$ cat config.mk
export PLATFORM = sky130hd
export DESIGN_NAME = associative_buffer_drainer
export DESIGN_NICKNAME = d
export VERILOG_FILES = /design/src/rtl/associative_buffer_drainer.sv
export SDC_FILE = /design/constraint.sdc
export NUM_CORES = 1
export LEC_CHECK = 0
export BUFFER_PORTS_ARGS = -buffer_cell sky130_fd_sc_hd__buf_2
export CAP_MARGIN = 20
export CORE_MARGIN = 4
export CORE_UTILIZATION = 35
export CTS_CLUSTER_SIZE = 30
export DETAILED_ROUTE_END_ITERATION = 16
export GPL_TIMING_DRIVEN = 0
export HOLD_SLACK_MARGIN = 0.02
export PLACE_DENSITY_LB_ADDON = 0.3
export SYNTH_ARGS = -nofsm -noshare
export SYNTH_HDL_FRONTEND = slang
export SYNTH_SLANG_ARGS = --single-unit
$ cat constraint.sdc
create_clock -name clk -period 1.6 [get_ports clk]
set_input_delay 0.32 -clock clk [delete_from_list [all_inputs] [get_ports clk]]
set_output_delay 0.32 -clock clk [all_outputs]
set_load 0.05 [all_outputs]
$ cat src/rtl/associative_buffer_drainer.sv
// Read-side sweeper for the associative buffer: visits each address once per start,
// offers every valid entry on a valid/ready stream and clears it on acceptance.
module associative_buffer_drainer #(
  parameter int WIDTH = 8,
  parameter int SIZE  = 1
) (
  input  logic             clk,
  input  logic             sync_reset,
  input  logic             start,
  output logic [SIZE-1:0]  buf_address,
  input  logic [WIDTH-1:0] buf_data,
  input  logic             buf_valid,
  output logic             buf_clear,
  output logic [WIDTH-1:0] out_data,
  output logic             out_valid,
  input  logic             out_ready,
  output logic             busy,
  output logic             done,
  output logic [SIZE:0]    count
);

  typedef enum logic [1:0] {IDLE, SCAN, PRESENT, DONE} state_t;

  localparam logic [SIZE-1:0] LAST_ADDR = '1;

  state_t          state, state_nx;
  logic [SIZE-1:0] addr;
  logic            at_last;
  logic            accept;

  assign at_last     = (addr == LAST_ADDR);
  assign accept      = (state == PRESENT) && out_ready;
  assign buf_address = addr;

  always_ff @(posedge clk) begin
    if (sync_reset) state <= IDLE;
    else            state <= state_nx;
  end

  always_comb begin
    state_nx = state;
    unique case (state)
      IDLE:    if (start) state_nx = SCAN;
      SCAN: begin
        if (buf_valid)    state_nx = PRESENT;
        else if (at_last) state_nx = DONE;
      end
      PRESENT: begin
        if (out_ready) state_nx = at_last ? DONE : SCAN;
      end
      DONE:    state_nx = IDLE;
      default: state_nx = IDLE;
    endcase
  end

  // Address, captured entry and drain count; the sweep never wraps past the last address.
  always_ff @(posedge clk) begin
    if (sync_reset) begin
      addr     <= '0;
      out_data <= '0;
      count    <= '0;
    end else begin
      unique case (state)
        IDLE: begin
          if (start) begin
            addr  <= '0;
            count <= '0;
          end
        end
        SCAN: begin
          if (buf_valid)     out_data <= buf_data;
          else if (!at_last) addr     <= addr + 1'b1;
        end
        PRESENT: begin
          if (out_ready) begin
            count <= count + 1'b1;
            if (!at_last) addr <= addr + 1'b1;
          end
        end
        default: ;
      endcase
    end
  end

  always_comb begin
    out_valid = (state == PRESENT);
    busy      = (state == SCAN) || (state == PRESENT);
    done      = (state == DONE);
    // Reset wins over an acceptance so no entry is lost in the buffer.
    buf_clear = accept && !sync_reset;
  end

endmodule
Word-level counts from Yosys, hierarchy flattened
Index checks and enable logic that the tools add are counted.
{"block": "totals", "register_bits": 13, "input_bits": 13, "wordCells": 38, "out_inout_bits": 15}
{"block": "op_classes", "n_mux": 14, "eq_ne": 7, "n_addsub": 2, "n_reduce_logical": 11}
{"cell": "two-way mux 2 bit", "n": 7}
{"cell": "case mux 2 bit (4 select lines)", "n": 1}
{"cell": "AND reduction 3 bit", "n": 2}
{"cell": "== test 2 bit (second input constant)", "n": 2}
{"cell": "two-way mux 1 bit", "n": 4}
{"cell": "inequality test 2 bit (second input constant)", "n": 2}
{"cell": "case mux 2 bit (2 select lines)", "n": 1}
{"cell": "AND reduction 4 bit", "n": 1}
{"cell": "inequality test 3 bit (second input constant)", "n": 1}
{"cell": "case mux 1 bit (3 select lines)", "n": 1}
{"cell": "nonzero test 3 bit", "n": 1}
{"cell": "adder 2 x 1 -> 2 bit (second input constant)", "n": 1}
{"cell": "== test 2 x 1 -> 1 bit (second input constant)", "n": 1}
{"cell": "logical AND 1 bit", "n": 2}
{"cell": "logical NOT 2 bit", "n": 1}
{"cell": "inequality test 2 x 1 -> 1 bit (second input constant)", "n": 1}
{"cell": "AND reduction 2 bit", "n": 1}
{"cell": "nonzero test 2 bit", "n": 1}
{"cell": "adder 1 bit (second input constant)", "n": 1}
{"cell": "logical NOT 1 bit", "n": 1}
{"cell": "logical OR 1 bit", "n": 1}

Logic depth before layout (Yosys ltp)
{"block": "depth", "ltp_word": 4, "depth_mapped": 6, "ltp_nobuf": 5}

Worst setup path before layout
OpenSTA, ideal clock, no wires.
{"block": "synth_timing", "path_kind": "register to output", "from": "register state[0]", "to": "output port buf_clear", "n_path_buf": 0, "t_arrival_ns": 1.356, "stages_incl_launch_ff": 5, "required_ns": 1.280, "setup_slack_ns": -0.076, "path_cell_list": "dfxtp_1 -> inv_1 -> ha_1 -> nand2_1 -> nor2_1"}
{"block": "synth_between", "elab_chain_len": 3}
{"item": "from (decl)", "line": "26", "rtl": "state_t state, state_nx;"}
{"item": "from (signal assigned)", "line": "37", "rtl": "else state <= state_nx;"}
{"item": "== test 2 bit", "line": "32", "rtl": "assign accept = (state == PRESENT) && out_ready;"}
{"item": "logical AND 1 bit", "line": "32"}
{"item": "logical AND 1 bit", "line": "90", "rtl": "buf_clear = accept && !sync_reset;"}
{"item": "to (decl)", "line": "13", "rtl": "output logic buf_clear,"}
Every way passes these cells.

Worst setup path after layout
Ends and elaborated chain as after synthesis.

==> results.cfg <==
[run_status]
outcome = completed

[floorplan]
rows = 15
design.core.area_mm2 = 0.00180
die_h_um = 52.7
io_pins = 28
initial_core_util_pct = 38.9
dieArea_mm2 = 0.00278
die_x_um = 52.7

[placed_design]
numPortBuffers = 27
gp_congestion = 0.731
post-place-cells = 135
dp_hpwl_um = 1260
place_ws_ns = -0.112

[synth]
post_synth_inst_count = 83
synth_xor_area_share_pct = 0
synth-compound-area-share_pct = 18.8
synth.ff_latch_count = 13
ys_seq_area_share_pct = 37.1
synth.distinct_cells = 24
synthMuxAreaShare_pct = 1.43
synthAdderAreaFrac_pct = 12.5
synth_nets = 103
synth_flop_cell = dfxtp_1
synth_edf_count = 0
netlist_area_um2 = 701
synthArstFlopShare_pct = 0
synth_top_family_by_area = simple AND/OR/NAND/NOR gates
synth-simple-area-share_pct = 26.1
synth_warnings = 0
syn_avg_cell_area_um2 = 8.44

[final_layout]
fin_cells = 140
nets = 136
mostFrequentLayoutCells = buf_2, a21oi_1, nand2_1, dfxtp_1, nand3_1
area_delta_synth_final_pct = 34.1
n_antenna_cell = 0
layout-drive-gt1-share_pct = 39.1
final_util_pct = 52.2
final_common_cell = buf_2

[sta]
setup_viol = 0
hold_violations = 0
rsz0062_at_grt = true
setup_slack_ns = 0.0497
finalSetupTns_ns = 0
finClkSkew_ns = 0.00341
drv_slew = 0
fmax_mhz = 645
timing.slew.headroom_pct = 65.9
worst_slew_pin_slew_ns = 0.512
post-route-min-period_ns = 1.55
period_share_pct = 96.9

[worst_setup_path]
critical_path_buf_inv_count = 2
worstSetupPathType = flip-flop to output port
cp.depth = 5
crit_family = flip-flops
endpoint_kind = output port
critical_path.max_stage_delay_ns = 0.37
r2r_setup_slack_ns = 0.07
worstPathMaxFanout = 5
slowest_stage = dfxtp_4
cp.required_ns = 1.28
cp-start-kind = flip-flop
reg2reg_depth = 5
crit_path_cell_trace = inv_4 -> ha_2 -> nand2_1 -> nor2_2 -> buf_6
cp.arrival_ns = 1.23

[routing]
routedWlPerCell_um = 12.1
top_layer = met4
drtIter0Drc = 10
dr.pass1.iters = 2
ant_nets = 0
drt-vias-per-instance = 4.89
wl_met2_um = 852
num_vias = 685
wl_met1_um = 731
finalWirelength_um = 1690
drc = 0
met3_length_um = 94

[cts]
cts_buffer_depth = 2
cts_sinks = 13
worstSkewPairLatency_ns = 0.27
clockRootBuffer = clkbuf_4
htree_levels = 1
cts_buffers = 3
cts_tree = built
clk_pin_slew_ns = 0.07

[global_routing]
grt_pass1_vias = 628
grt_max_degree = 11
grt_pass1_wl_um = 2750
antenna_found_initial = 0
grtUsageTotal_pct = 13.4
grt-ovfl-total = 0

[pwr]
ir_worst_vdd_mv = 0.794
power_density_mw_per_mm2 = 1590
p_leak_nw = 0.418

[worst_hold_path]
hold_depth = 2
min-delay-path-class = input pin to flip-flop

[flow_run]
max_cap_viol_count = 0
Yosys cell counts (2+ instances only):
cell type  number  area, um2
buf_2           2       10.0
nand2b_1        4       25.0
ha_1            7       87.6
nand3_1         8       40.0
a21oi_1        13       65.1
nand3b_1        2       15.0
dfxtp_1        13        260
inv_1           3       11.3
a31o_2          2       17.5
nand2_1        11       41.3
nor2b_1         4       25.0
clkbuf_1        2       7.51
flip-flops by register name, summed over array words and instances, names as in the netlist:
| register | cells |
|---|---|
| out_data | 8 |
| state | 2 |
| count | 2 |
| buf_address | 1 |
through the flow:
stage | hold WS (ns) | power [W] | area, um2
finish | 0.280 | 0.00149 | 940
global route | 0.275 | 0.00162 | 940
CTS | 0.273 | 0.00145 | 917
detailed placement | 0.449 | 0.00121 | 870
global placement | 0.440 | 0.00120 | 870
floorplan | 0.389 | 0.00105 | 703
worst reg2reg max path, cell delays in order, from the launching register on:
cell and delay, ns:
dfxtp_4 0.38, inv_1 0.10, ha_2 0.21, or3b_4 0.39, and4_4 0.19, a211oi_2 0.19
final cells by class:
type / count / area (um2)
fillers: 179 / 862
multi-input cells: 63 / 422
flip-flops and latches: 13 / 268
repair buffers: 29 / 165
well taps: 25 / 31.3
clock buffers: 4 / 26.3
plain buffers: 3 / 13.8
inverters: 3 / 13.8
routing by layer:
metal  up-vias  track usage, %
li1        356               -
met1       312            16.1
met2        15            22.5
met3         2            5.13
met4         0            2.55
met5         -               0
cells by family (layout without fill, tap and decap cells):
kind of cell,count (synthesis),count (layout)
simple gates,34,34
mux,1,1
compound gates,21,21
flops,13,13
fa+ha+maj,7,7
buf+inv,7,39
worst paths after layout:
path,endpoint,startpoint
worst max register to register,state[1],state[1]
worst min-delay path,out_data[1],sync_reset
worst max-delay path,buf_clear,state[0]
worst min register to register,out_data[0],out_data[0]
what timing repair did:
item                       CTS  global route
setup endpoints to repair   11             9
gates resized for setup     10             4
hold buffers                 0             0
buffers inserted             0             2
power by group:
group	internal [W]	switching, W	total [W]
sequential	0.000394	0.0000650	0.000460
clock	0.0000965	0.0000975	0.000194
combinational	0.000301	0.000541	0.000841
total	0.000792	0.000703	0.00149
Note: power is estimated with default switching activity, not from simulation.
